===== config.mk =====
export PLATFORM = sky130hd
export DESIGN_NAME = memory_port_scheduler
export DESIGN_NICKNAME = d
export VERILOG_FILES = /design/src/rtl/memory_port_scheduler.sv
export SDC_FILE = /design/constraint.sdc
export NUM_CORES = 1
export LEC_CHECK = 0
export CORE_AREA = 2 2 189 135
export DETAILED_ROUTE_END_ITERATION = 8
export DIE_AREA = 0 0 191 137
export PLACE_DENSITY = 0.77
export SLEW_MARGIN = 5
export SYNTH_ARGS = -nofsm -noshare
export SYNTH_HDL_FRONTEND = slang
export SYNTH_SLANG_ARGS = --single-unit

===== constraint.sdc =====
create_clock -name iCLOCK -period 5.6 [get_ports iCLOCK]
set_input_delay 1.12 -clock iCLOCK [delete_from_list [all_inputs] [get_ports iCLOCK]]
set_output_delay 1.12 -clock iCLOCK [all_outputs]
set_load 0.02 [all_outputs]

===== src/rtl/memory_port_scheduler.sv =====
// Shares one memory command port between REQ_N requesters (0 = fixed priority, others round-robin
// with a starvation override) and routes in-order memory responses back through an ID FIFO.
module memory_port_scheduler #(
  parameter int REQ_N        = 3,
  parameter int ID_W         = 2,
  parameter int FIFO_DEPTH   = 16,
  parameter int FIFO_DEPTH_N = 4,
  parameter int STARVE_LIMIT = 8
) (
  input  logic                  iCLOCK,
  input  logic                  iRESET,
  input  logic [REQ_N-1:0]      iREQ_VALID,
  output logic [REQ_N-1:0]      oREQ_LOCK,
  input  logic [REQ_N-1:0]      iREQ_RW,
  input  logic [4*REQ_N-1:0]    iREQ_MASK,
  input  logic [32*REQ_N-1:0]   iREQ_ADDR,
  input  logic [32*REQ_N-1:0]   iREQ_DATA,
  output logic                  oMEMORY_REQ,
  input  logic                  iMEMORY_LOCK,
  output logic                  oMEMORY_RW,
  output logic [3:0]            oMEMORY_MASK,
  output logic [31:0]           oMEMORY_ADDR,
  output logic [31:0]           oMEMORY_DATA,
  input  logic                  iMEMORY_VALID,
  input  logic                  iMEMORY_STORE_ACK,
  input  logic [63:0]           iMEMORY_DATA,
  output logic                  oMEMORY_BUSY,
  output logic [REQ_N-1:0]      oRESP_VALID,
  input  logic [REQ_N-1:0]      iRESP_BUSY,
  output logic                  oRESP_STORE_ACK,
  output logic [63:0]           oRESP_DATA,
  output logic                  oERROR
);

  // Per-requester views of the packed command buses
  logic [3:0]  req_mask [REQ_N];
  logic [31:0] req_addr [REQ_N];
  logic [31:0] req_data [REQ_N];

  logic [REQ_N-1:0] starve_hit;
  logic [REQ_N-1:0] rr_hi;
  logic [REQ_N-1:0] rr_lo;
  logic [ID_W-1:0]  rr_ptr_reg;
  logic [ID_W-1:0]  rr_ptr_next;
  logic [ID_W-1:0]  winner;
  logic             issue_ok;
  logic             accept;

  logic                    mem_req_reg;
  logic                    mem_rw_reg;
  logic [3:0]              mem_mask_reg;
  logic [31:0]             mem_addr_reg;
  logic [31:0]             mem_data_reg;

  logic [ID_W-1:0]         fifo_mem [FIFO_DEPTH];
  logic [FIFO_DEPTH_N-1:0] wr_ptr_reg;
  logic [FIFO_DEPTH_N-1:0] rd_ptr_reg;
  logic [FIFO_DEPTH_N:0]   fifo_cnt_reg;
  logic                    fifo_full;
  logic                    fifo_empty;
  logic [ID_W-1:0]         head_id;

  logic                    resp_full_reg;
  logic [ID_W-1:0]         resp_id_reg;
  logic                    resp_ack_reg;
  logic [63:0]             resp_data_reg;
  logic                    resp_busy;
  logic                    resp_accept;
  logic                    error_reg;

  function automatic logic [ID_W-1:0] lowest_set(input logic [REQ_N-1:0] vec);
    lowest_set = '0;
    for (int k = REQ_N - 1; k >= 0; k--) begin
      if (vec[k]) lowest_set = ID_W'(k);
    end
  endfunction

  generate
    for (genvar gi = 0; gi < REQ_N; gi++) begin : g_req
      assign req_mask[gi] = iREQ_MASK[4*gi +: 4];
      assign req_addr[gi] = iREQ_ADDR[32*gi +: 32];
      assign req_data[gi] = iREQ_DATA[32*gi +: 32];

      assign oREQ_LOCK[gi]   = !(issue_ok && (winner == ID_W'(gi)));
      assign oRESP_VALID[gi] = resp_full_reg && (resp_id_reg == ID_W'(gi)) && !iRESP_BUSY[gi];

      if (gi == 0) begin : g_prio
        assign starve_hit[gi] = 1'b0;
        assign rr_hi[gi]      = 1'b0;
        assign rr_lo[gi]      = 1'b0;
      end else begin : g_rr
        logic [7:0] starve_cnt_reg;

        // Saturating wait counter; any cycle not waiting restarts the count
        always_ff @(posedge iCLOCK or posedge iRESET) begin
          if (iRESET) begin
            starve_cnt_reg <= '0;
          end else if (!iREQ_VALID[gi] || (accept && (winner == ID_W'(gi)))) begin
            starve_cnt_reg <= '0;
          end else if (starve_cnt_reg != 8'hFF) begin
            starve_cnt_reg <= starve_cnt_reg + 8'd1;
          end
        end

        assign starve_hit[gi] = iREQ_VALID[gi] && (starve_cnt_reg >= 8'(STARVE_LIMIT));
        assign rr_hi[gi]      = iREQ_VALID[gi] && (ID_W'(gi) >= rr_ptr_reg);
        assign rr_lo[gi]      = iREQ_VALID[gi];
      end
    end
  endgenerate

  // Starved requester beats requester 0, which beats the round-robin pick
  always_comb begin
    winner = '0;
    if (|starve_hit) begin
      winner = lowest_set(starve_hit);
    end else if (iREQ_VALID[0]) begin
      winner = '0;
    end else if (|rr_hi) begin
      winner = lowest_set(rr_hi);
    end else begin
      winner = lowest_set(rr_lo);
    end
  end

  assign issue_ok = !iRESET && !iMEMORY_LOCK && !fifo_full && (|iREQ_VALID);
  assign accept   = issue_ok;

  always_comb begin
    rr_ptr_next = rr_ptr_reg;
    if (accept && (winner != '0)) begin
      rr_ptr_next = (winner == ID_W'(REQ_N - 1)) ? ID_W'(1) : winner + ID_W'(1);
    end
  end

  always_ff @(posedge iCLOCK or posedge iRESET) begin
    if (iRESET) begin
      rr_ptr_reg <= ID_W'(1);
    end else begin
      rr_ptr_reg <= rr_ptr_next;
    end
  end

  always_ff @(posedge iCLOCK or posedge iRESET) begin
    if (iRESET) begin
      mem_req_reg  <= 1'b0;
      mem_rw_reg   <= 1'b0;
      mem_mask_reg <= '0;
      mem_addr_reg <= '0;
      mem_data_reg <= '0;
    end else begin
      mem_req_reg <= accept;
      if (accept) begin
        mem_rw_reg   <= iREQ_RW[winner];
        mem_mask_reg <= req_mask[winner];
        mem_addr_reg <= req_addr[winner];
        mem_data_reg <= req_data[winner];
      end
    end
  end

  // ID FIFO: entries need no reset, only the pointers and occupancy do
  always_ff @(posedge iCLOCK) begin
    if (accept) begin
      fifo_mem[wr_ptr_reg] <= winner;
    end
  end

  assign head_id    = fifo_mem[rd_ptr_reg];
  assign fifo_full  = (fifo_cnt_reg == (FIFO_DEPTH_N + 1)'(FIFO_DEPTH));
  assign fifo_empty = (fifo_cnt_reg == '0);

  always_ff @(posedge iCLOCK or posedge iRESET) begin
    if (iRESET) begin
      wr_ptr_reg   <= '0;
      rd_ptr_reg   <= '0;
      fifo_cnt_reg <= '0;
    end else begin
      if (accept) wr_ptr_reg <= wr_ptr_reg + 1'b1;
      if (resp_accept) rd_ptr_reg <= rd_ptr_reg + 1'b1;
      case ({accept, resp_accept})
        2'b10:   fifo_cnt_reg <= fifo_cnt_reg + 1'b1;
        2'b01:   fifo_cnt_reg <= fifo_cnt_reg - 1'b1;
        default: fifo_cnt_reg <= fifo_cnt_reg;
      endcase
    end
  end

  assign resp_busy   = resp_full_reg && iRESP_BUSY[resp_id_reg];
  assign resp_accept = iMEMORY_VALID && !resp_busy && !fifo_empty;

  // Response holding register: stays put while its target stalls
  always_ff @(posedge iCLOCK or posedge iRESET) begin
    if (iRESET) begin
      resp_full_reg <= 1'b0;
      resp_id_reg   <= '0;
      resp_ack_reg  <= 1'b0;
      resp_data_reg <= '0;
    end else if (resp_accept) begin
      resp_full_reg <= 1'b1;
      resp_id_reg   <= head_id;
      resp_ack_reg  <= iMEMORY_STORE_ACK;
      resp_data_reg <= iMEMORY_DATA;
    end else if (!resp_busy) begin
      resp_full_reg <= 1'b0;
    end
  end

  always_ff @(posedge iCLOCK or posedge iRESET) begin
    if (iRESET) begin
      error_reg <= 1'b0;
    end else if (iMEMORY_VALID && fifo_empty) begin
      error_reg <= 1'b1;
    end
  end

  assign oMEMORY_REQ     = mem_req_reg;
  assign oMEMORY_RW      = mem_rw_reg;
  assign oMEMORY_MASK    = mem_mask_reg;
  assign oMEMORY_ADDR    = mem_addr_reg;
  assign oMEMORY_DATA    = mem_data_reg;
  assign oMEMORY_BUSY    = resp_busy;
  assign oRESP_STORE_ACK = resp_full_reg && resp_ack_reg;
  assign oRESP_DATA      = resp_data_reg;
  assign oERROR          = error_reg;

endmodule


# Word-level counts from Yosys, hierarchy flattened
# Memory sizes are Yosys's and may differ from the RTL's. A register that Yosys moved wholly into a read port is not among the register bits.
# Index checks and enable logic that the tools add are counted.
totals:
  mem_bits_rw: 32
  latch_bits: 0
  register_bits: 168
  memories: 1
  rom_bits: 0
  input_bits: 282
op_classes:
  shifts: 0
  bitwise_logic: 1
  div_mod_pow: 0
  multipliers: 0
  add_sub_neg: 7
  n_lt_le_gt_ge: 7
  eq_ne: 10
  n_reduce_logical: 47
  n_mux: 32
mem_list:
  columns: ["name", "depth", "width", "rd", "rd_clocked_by_memory_dff", "write_ports", "line", "text"]
  rows:
  - ["fifo_mem", 16, 2, 1, 1, 1, "55", "logic [ID_W-1:0] fifo_mem [FIFO_DEPTH];"]
op_table:
  columns: ["operator", "count"]
  rows:
  - ["binary-select mux 32 bit (select 2 bit)", 2]
  - ["two-way mux 32 bit", 4]
  - ["two-way mux 8 bit", 4]
  - ["logical AND 1 bit", 22]
  - ["two-way mux 2 bit", 10]
  - ["adder 8 x 1 -> 8 bit (second input constant)", 2]
  - [">= comparator 8 x 4 -> 1 bit (second input constant)", 2]
  - ["!= test 8 bit (second input constant)", 2]
  - ["zero test 1 bit", 13]
  - ["one-hot mux 5 bit (2 select lines)", 1]
  - ["adder 4 x 1 -> 4 bit (second input constant)", 2]
  - ["binary-select mux 4 bit (select 2 bit)", 1]
  - ["two-way mux 4 bit", 2]
  - ["nonzero test 2 bit", 4]
  - ["== test 2 x 1 -> 1 bit (second input constant)", 3]
  - ["== test 2 bit (second input constant)", 3]
  - ["less-than comparator 2 x 3 -> 1 bit (second input constant)", 2]
  - ["two-way mux 1 bit", 6]
  - ["adder 5 x 1 -> 5 bit (second input constant)", 1]
  - ["== test 5 bit (second input constant)", 1]
  - ["zero test 5 bit", 1]
  - ["subtractor 5 x 1 -> 5 bit (second input constant)", 1]
  - ["binary-select mux 1 bit (select 2 bit)", 2]
  - ["zero test 2 bit", 2]
  - ["other kinds (9)", 11]

# Depth between registers and ports, before layout
# Gate-level depths: netlist (run 1).
depth:
  depth_word: 11
  depth_mapped: 14
  depth_no_buf: 11

# Worst setup path before layout (run 1)
# Ideal clock, no wire load.
synth_timing:
  kind: "input to register"
  start: "in iREQ_VALID[1]"
  end: "reg fifo_cnt_reg[4]"
  setup_time_ns: 0.125
  path_stages: 13
  arrival_time_ns: 3.390
  path_buffers: 3
  path_slack_ns: 2.085
  cell_sequence: "nor3_1 a2111o_1 clkbuf_1 clkbuf_1 ha_1 clkbuf_1 xor2_1 ha_1 nor2b_1 o21ai_0 a31oi_1 nor2_1 xor2_1"
synth_between:
  elab_chain_len: 4
  word_cells_on_any_way: 6
synth_lines:
  columns: ["element", "line", "text"]
  rows:
  - ["from (decl)", "12", "input logic [REQ_N-1:0] iREQ_VALID,"]
  - ["OR reduction 3 bit (*)", "126", "assign issue_ok = !iRESET && !iMEMORY_LOCK && !fifo_full && (|iREQ_VALID);"]
  - ["logical AND 1 bit (*)", "126", null]
  - ["== test 2 x 1 -> 1 bit or == test 2 bit (tied branches)", "181", "case ({accept, resp_accept})"]
  - ["one-hot mux 5 bit (2 select lines) or nonzero test 2 bit (tied branches)", null, null]
  - ["to (signal assigned)", "182", "2'b10: fifo_cnt_reg <= fifo_cnt_reg + 1'b1;"]
  - ["to (signal assigned)", "183", "2'b01: fifo_cnt_reg <= fifo_cnt_reg - 1'b1;"]
  - ["to (signal assigned)", "184", "default: fifo_cnt_reg <= fifo_cnt_reg;"]
  - ["to (decl)", "58", "logic [FIFO_DEPTH_N:0] fifo_cnt_reg;"]
# Every way passes the cells marked *; elsewhere a longest branch is shown, timed or not.
# A chain may end at the register's enable or synchronous reset.

# Worst setup path after layout (run 1)
layout_timing:
  start: "in iREQ_VALID[2]"
  end: "out oREQ_LOCK[0]"
layout_between:
  elab_chain_len: 9
  word_cells_on_any_way: 18
layout_lines:
  columns: ["element", "line", "text"]
  rows:
  - ["logical AND 1 bit", "106", "assign rr_hi[gi] = iREQ_VALID[gi] && (ID_W'(gi) >= rr_ptr_reg);"]
  - ["two-way mux 2 bit (2 in series)", "74", "if (vec[k]) lowest_set = ID_W'(k);"]
  - ["two-way mux 2 bit", "119", "end else if (|rr_hi) begin"]
  - ["two-way mux 2 bit", "117", "end else if (iREQ_VALID[0]) begin"]
  - ["two-way mux 2 bit", "115", "if (|starve_hit) begin"]
  - ["zero test 2 bit", "84", "assign oREQ_LOCK[gi] = !(issue_ok && (winner == ID_W'(gi)));"]
  - ["logical AND 1 bit (*)", "84", null]
  - ["zero test 1 bit (*)", "84", null]
  - ["to (decl)", "13", "output logic [REQ_N-1:0] oREQ_LOCK,"]
# Marks and branches as above.

==> results.sh, run 1 <==
export IMPL_crit_top_cell="clkdlybuf4s50_1"
export IMPL_wl_per_cell_um=19.3
export IMPL_wl_mm=29.3
export IMPL_placed_area_um2=13600
export IMPL_grt_overflow_total=0
export IMPL_crit_family="buffers and inverters"
export IMPL_route_vias_total=7808
export IMPL_die_x_um=191
export IMPL_numCtsBuffers=23
export IMPL_postLayoutCoreUtil_pct=59.0
export IMPL_synthTopCellsByCount="dfrtp_1 (169), nand2_1 (88), mux2_2 (69)"
export IMPL_setup_viol=0
export IMPL_synth_enable_flop_cells=32
export IMPL_final_cells=1512
export IMPL_grt_util_met2_pct=36.5
export IMPL_cp_start_kind="input pin"
export IMPL_grt_max_degree=79
export IMPL_first_iter_violations=429
export IMPL_cts_repair_resized=0
export IMPL_ys_warn_count=0
export IMPL_slew_headroom_pct=30.7
export IMPL_grt_pass1_wl_mm=43.9
export IMPL_fin_total_pwr_uw=6340
export IMPL_vdd_drop_max_mv=0.325
export IMPL_grt_antenna_before_repair=0
export IMPL_ys_flop_type="dfrtp_1"
export IMPL_clk_pin_slew_ns=0.06
export IMPL_slew_violations=0
export IMPL_cts_buffer_depth=3
export IMPL_gp_congestion=0.869
export IMPL_fmax_ghz=0.216
export IMPL_antenna_cells=0
export IMPL_yosysSeqAreaShare_pct=57.0
export IMPL_grt_busiest_layer="met2"
export IMPL_arrival_ns=3.50
export IMPL_max_stage_delay_ns=0.73
export IMPL_synth_most_common_cell="dfrtp_1"
export IMPL_largest_register_ffs=64
export IMPL_cts_tree="built"
export IMPL_worst_path_max_delay_cell="a2111o_2"
export IMPL_drc=0
export IMPL_synth_nets=1056
export IMPL_cts_setup_buffers=0
export IMPL_layout_area_overhead_vs_synth_pct=56.8
export IMPL_required_ns=4.48
export IMPL_fill_cells=2004
export IMPL_io_buffers=424
export IMPL_drive_gt1_share_pct=11.7
export IMPL_path_max_fanout=26
export IMPL_setup_tns_final_ns=0
export IMPL_powerDensity_nw_per_um2=442
export IMPL_die_h_um=137
export IMPL_fp_dieArea_um2=26200
export IMPL_end_kind="primary output"
export IMPL_holdPathStages=1
export IMPL_hp_class="flip-flop to flip-flop"
export IMPL_synth_largest_area_cell="dfrtp_1"
export IMPL_cts_root_buf="clkbuf_16"
export IMPL_dr_pass1_iters=4
export IMPL_synth_area_leaders="dfrtp_1 (46%), edfxtp_1 (11%), mux2_2 (8.5%)"
export IMPL_synthCells=761
export IMPL_start_util_pct=37.6
export IMPL_cp_depth=7
export IMPL_path_cells="clkdlybuf4s50_1, nor3_1, a2111o_2, inv_2, and3_2, inv_1, clkdlybuf4s50_1"
export IMPL_grt_usage_pct=21.6
export IMPL_placement_rows=48
export IMPL_worst_r2r_cell_count=6
export IMPL_yosysTopAreaCellShare_pct=46.2
export IMPL_ioPinCount=425
export IMPL_critPathBufInv=4
export IMPL_run_status="finished, final reports clean"
export IMPL_power_leakage_uw=0.00564
export IMPL_cts_num_sinks=202
export IMPL_detail_route_vias_per_cell=5.16
export IMPL_netlist_area_um2=9150
export IMPL_syn_avg_cell_area_um2=12.0
export IMPL_critPathKind="input pin to primary output"
export IMPL_htree_levels=1
export IMPL_ys_types=49
export IMPL_hold_buffers=0
export IMPL_hold_viol=0
export IMPL_fin_worst_skew_ns=0.0189
export IMPL_grtUsageMet3_pct=5.79
export IMPL_worstMarginPinSlew_ns=1.04
export IMPL_grt_util_met1_pct=26.5
export IMPL_worstSkewPairLatency_ns=0.52
export IMPL_finalInstanceArea_um2=14300
export IMPL_async_flop_share_pct=84.2
export IMPL_period_share_pct=82.5
export IMPL_layout_min_cycle_time_ns=4.62
export IMPL_ant_nets=0
export IMPL_place_hpwl_mm=21.7
export IMPL_core_um2=24300
export IMPL_synth_seq_cells=202
export IMPL_drv_cap=0
export IMPL_grt_pass1_vias=7931
export IMPL_placedCellCount=1470
export IMPL_rsz0062_at_grt="false"
export IMPL_nets=1465
metrics by stage:
stage,hold WS [ns],setup slack (ns)
after floorplan,0.458,2.08
after global placement,0.442,1.00
after detailed placement,0.461,0.996
after CTS,0.474,0.994
after global routing,0.486,0.923
final,0.462,0.979
power by group:
part	leakage, µW	internal [µW]	switching [µW]
Sequential	0.00232	1960	341
Combinational	0.00297	1380	1240
Clock	0.000356	805	619
Total	0.00564	4140	2200
area by class of cell:
cell class	instances	area, µm²	share of cell area (%)
sequential	202	5220	36.4
timing repair buffer	436	4330	30.2
tap	325	407	2.83
clock inverter	17	121	0.846
inverter	13	52.6	0.366
multi-input combinational	494	3630	25.3
clock buffer	25	583	4.06
per-layer routing:
metal,up-vias,routed length [µm]
met5,-,0
met4,0,1080
met3,62,2410
met2,342,14000
met1,3775,11800
li1,3629,-
worst paths after layout:
path                                 startpoint                         endpoint  slack (ns)
worst max-delay path              iREQ_VALID[2]                     oREQ_LOCK[0]        0.98
worst min register to register           oERROR                           oERROR        0.46
max in group asynchronous                iRESET                 oMEMORY_DATA[25]        3.25
worst min-delay path                     oERROR                           oERROR        0.46
worst max register to register  fifo_cnt_reg[1]                   fifo_mem[3][0]        2.35
min in group asynchronous                iRESET  g_req[1].g_rr.starve_cnt_reg[7]        1.18
cells by family after synthesis:
kind of cell / Yosys count / share of synthesized area, %
AO/OA/AOI/OAI: 177 / 15.1
adder cells (fa/ha/maj): 13 / 1.78
AND/OR/NAND/NOR: 203 / 9.71
flip-flops: 202 / 57.0
multiplexers: 83 / 11.1
buffers and inverters: 65 / 3.53
XOR/XNOR: 18 / 1.72
placed cells by master (no fill, tap or decap), drive strengths merged, types with 2 or more instances in the layout:
cell,instances
mux4,8
nand2b,5
a21o,2
o21ai,49
a211oi,6
or4,2
a221o,35
mux2i,6
nand2,88
a31oi,3
xor2,8
and3,5
clkdlybuf4s50,424
nor4bb,2
clkbuf,25
inv,15
clkinvlp,2
xnor2,10
ha,13
nand4,4
nor2,67
a21oi,9
mux2,69
o2bb2ai,34
clkinv,12
nor2b,6
edfxtp,32
and2,4
nand3b,3
buf,12
nor3,10
nand3,4
a221oi,34
dfrtp,169
Note: power is estimated with default switching activity, not from simulation.
==> run 2, diff against run 1 <==
clock period = 3.8 ns   (was 5.6 ns; I/O delays follow)
==> results.sh, run 2 (synthesis gave the netlist of run 1 again) <==
export IMPL_end_kind="primary output"
export IMPL_wl_per_cell_um=19.5
export IMPL_start_util_pct=37.6
export IMPL_period_share_pct=93.4
export IMPL_hold_start="oERROR"
export IMPL_grt_usage_pct=21.4
export IMPL_grt_pass1_wl_mm=43.5
export IMPL_vdd_drop_max_mv=0.426
export IMPL_placement_rows=48
export IMPL_die_x_um=191
export IMPL_slew_violations=0
export IMPL_cts_buffer_depth=3
export IMPL_grt_pass1_vias=7931
export IMPL_first_iter_violations=480
export IMPL_grt_overflow_total=0
export IMPL_worstSkewPairLatency_ns=0.52
export IMPL_grt_util_met2_pct=38.0
export IMPL_setup_viol=0
export IMPL_critPathKind="input pin to primary output"
export IMPL_ant_nets=0
export IMPL_grt_max_degree=109
export IMPL_startpoint="iREQ_VALID[0]"
export IMPL_hold_viol=0
export IMPL_fin_worst_skew_ns=0.0220
export IMPL_io_buffers=424
export IMPL_layout_min_cycle_time_ns=3.55
export IMPL_hp_class="flip-flop to flip-flop"
export IMPL_drive_gt1_share_pct=11.2
export IMPL_htree_levels=1
export IMPL_nets=1468
export IMPL_detail_route_vias_per_cell=5.12
export IMPL_r2r_start="fifo_cnt_reg[1]"
export IMPL_setup_tns_final_ns=0
export IMPL_place_hpwl_mm=22.1
export IMPL_slew_headroom_pct=36.7
export IMPL_path_max_fanout=4
export IMPL_fin_total_pwr_uw=9380
export IMPL_cts_setup_buffers=0
export IMPL_layout_area_overhead_vs_synth_pct=57.3
export IMPL_rsz0062_at_grt="false"
export IMPL_grt_antenna_before_repair=0
export IMPL_numCtsBuffers=22
export IMPL_clk_pin_slew_ns=0.06
export IMPL_grt_busiest_layer="met2"
export IMPL_route_vias_total=7751
export IMPL_largest_register_ffs=64
export IMPL_ioPinCount=425
export IMPL_power_leakage_uw=0.00565
export IMPL_powerDensity_nw_per_um2=652
export IMPL_hold_buffers=0
export IMPL_cts_tree="built"
export IMPL_worstMarginPinSlew_ns=0.949
export IMPL_postLayoutCoreUtil_pct=59.2
export IMPL_core_um2=24300
export IMPL_gp_congestion=0.896
export IMPL_drc=0
export IMPL_required_ns=3.04
export IMPL_cts_repair_resized=0
export IMPL_cts_root_buf="clkbuf_16"
export IMPL_grtUsageMet3_pct=5.18
export IMPL_antenna_cells=0
export IMPL_run_status="finished, final reports clean"
export IMPL_layout_common_cells="clkdlybuf4s50_1 (424), dfrtp_1 (169), nand2_1 (88)"
export IMPL_final_common_cell="clkdlybuf4s50_1"
export IMPL_drv_cap=0
export IMPL_dr_pass1_iters=4
export IMPL_arrival_ns=2.79
export IMPL_cts_num_sinks=202
export IMPL_wl_mm=29.5
export IMPL_cp_start_kind="input pin"
export IMPL_grt_util_met1_pct=25.8
export IMPL_fp_dieArea_um2=26200
export IMPL_fmax_ghz=0.282
export IMPL_die_h_um=137
## run 2: final timing paths
| path | to | slack, ns | cells after the start |
|---|---|---|---|
| setup reg to reg | fifo_cnt_reg[4] | 0.82 | 11 |
| hold / removal | oERROR | 0.47 | 1 |
| min in group asynchronous | wr_ptr_reg[0] | 0.65 | 2 |
| setup / recovery | oREQ_LOCK[0] | 0.25 | 7 |
| hold reg to reg | oERROR | 0.47 | 1 |
| max in group asynchronous | oMEMORY_DATA[10] | 2.23 | 3 |
## run 2: routing by layer
metal / part of all wire, % / wire length (µm)
met5: 0 / 0
met4: 3.0 / 882
met3: 7.4 / 2180
met2: 50 / 14900
met1: 39 / 11600
## run 2: area by class of cell
type,count,area (µm²)
Fill cell,2001,9930
Sequential cell,202,5220
Timing Repair Buffer,440,4380
Multi-Input combinational cell,494,3630
Clock buffer,32,618
Tap cell,325,407
Clock inverter,7,91.3
Inverter,13,52.6
## run 2: through the flow
step                      hold WS (ns)  worst slack [ns]  cell area, µm²  instances
final                            0.465             0.250           14400       1513
after global routing             0.500             0.179           14400       1513
after CTS                        0.478             0.232           14400       1513
after detailed placement         0.464             0.150           13700       1474
after global placement           0.440             0.278           13700       1474
after floorplan                  0.458             0.645            9160        761
## run 2: where the power goes
part           internal [µW]  switching, µW
Combinational           2030           1840
Sequential              2890            507
Clock                   1260            856
## run 2: worst max-delay path, stage by stage
cell             delay (ns)
clkdlybuf4s50_1        0.53
nor3_1                 0.09
a2111o_2               0.51
inv_2                  0.09
and3_2                 0.22
inv_1                  0.05
clkdlybuf4s50_1        0.53
==> patch (settings of run 2) <==
`ID_W`: 2 -> 4.
--- a/src/rtl/memory_port_scheduler.sv
+++ b/src/rtl/memory_port_scheduler.sv
@@ -2,7 +2,7 @@
 // with a starvation override) and routes in-order memory responses back through an ID FIFO.
 module memory_port_scheduler #(
   parameter int REQ_N        = 3,
-  parameter int ID_W         = 2,
+  parameter int ID_W         = 4,
   parameter int FIFO_DEPTH   = 16,
   parameter int FIFO_DEPTH_N = 4,
   parameter int STARVE_LIMIT = 8
Formal check against the unedited RTL: same outputs for any inputs over 4 cycles, from zero or initial values and one cycle with iRESET high; that may be too few to reach the edited logic, so the function may still have changed.
==> patch against run 2 <==
Count of clock-buffer cells in the layout shrank 4. Sequential cell count grew 1. Core utilization grew 0.77 points. Fmax shrank 3.6%. Worst setup slack lost 0.13 ns. Critical path depth is the same. Largest power group unchanged. Wire length grew 0.79%. Area after synthesis grew 2.3%. Power is essentially flat. Critical endpoint is now oREQ_LOCK[1]. Critical path type unchanged. Cell area grew 1.3%.
==> patch: results (changes against run 2) <==
The capture point of the worst path is oREQ_LOCK[1]. The multiplexer area fraction after synthesis was 11.34% (+0.22 points). Via count of the first global-routing pass: 7802 (-1.6%). The mean instance size in the synthesized netlist came out at 12.09 um2 (+0.57%). The startpoint identified for the worst register-to-register timing path is fifo_cnt_reg[2]$_DFFE_PP0P_. In the post-synthesis netlist, the biggest area contributors are sky130_fd_sc_hd__dfrtp_1, sky130_fd_sc_hd__edfxtp_1, sky130_fd_sc_hd__mux2_2. The first-pass detailed-route iteration total was 6 (+2); the leakage power summed over all cells was 6.158 nW (+8.9%). The worst-case headroom to the max-slew limit is 34.66% (-2.1 points), and the worst setup timing slack at the placement stage is 0.08927 ns (-0.06110 ns). Origin of the worst min-delay path: rr_ptr_reg[0]$_DFFE_PP1P_. The run gives 0.4717 ns (+0.006307 ns) as the hold slack. The tools report the global routing met3 resource utilization as 5.000% (-0.18 points). For the final setup skew, the log shows 0.01252 ns (-0.009496 ns).

The routed via count divided by cell count works out to 5.141 (+0.36%). By count the netlist is led by sky130_fd_sc_hd__dfrtp_1, sky130_fd_sc_hd__inv_1, sky130_fd_sc_hd__nand2_1. The async set-reset flop share out of synthesis was 84.24% (about the same). The area fraction in compound gates after synthesis is 14.58% (-0.57 points). The amount of wire on met2 after detailed routing was 14890 um (about the same). The filler cell count in the final layout came out at 1989 (-0.60%). The wire length of the first global-routing pass was 44150 um (+1.6%).

The run gives 0.8137 (-9.2%) as the weighted congestion at the end of routability-driven global placement. The met2 global-route usage is 37.84% (-0.12 points), and the pin count of the biggest net entering global routing is 90 (-17%). Ratio of cells with drive above 1 in the final layout: 11.23% (+0.036 points). In this run the worst setup path begins at iREQ_VALID[2].

The final cycle utilization of the critical path was 96.89% (+3.5 points); the maximum ir drop on the vdd rail was 0.4131 mV (-3.1%). The later-pin clock latency in the skew report came out at 0.50 ns (-0.02 ns). The run gives 56.00% (-1.0 points) as the post-synthesis sequential area ratio. The flow ran to the end, and the final reports show no timing, DRC or antenna violations. The logs give 0.01385 mm2 (+1.2%) for the placed instance area and 11670 um (+0.83%) for the detailed-routing wirelength on met1. The xor-xnor portion of the synthesized cell area came out at 1.684% (-0.038 points).
==> patch: cell types whose count changed in the layout (fill, tap and decap cells not counted), sizes merged, moves of 4 or more <==
cell / run 2 / this run
o2bb2ai: 34 / 0
a22oi: 1 / 45
a221o: 35 / 0
o21ai: 49 / 33
inv: 12 / 81
nand2: 88 / 61
a222oi: 0 / 25
and2: 4 / 15
nor3: 10 / 6
a221oi: 34 / 0
o221ai: 0 / 44
nor2: 67 / 25
clkbuf: 32 / 28
==> patch: report_power, final <==
| group | switching, mW | internal, mW |
|---|---|---|
| clock | 0.844 | 1.31 |
| combinational | 1.78 | 2.05 |
| sequential | 0.498 | 2.88 |
==> patch: area by class of cell <==
type	count	area [um2]	share of cell area [%]
inverters	82	311.5	2.137
clock buffers	28	603.1	4.136
clock inverters	9	116.4	0.7980
diodes	3	7.507	0.05148
flip-flops and latches	203	5241	35.94
well taps	325	406.6	2.789
repair buffers	443	4402	30.19
multi-input cells	437	3493	23.96
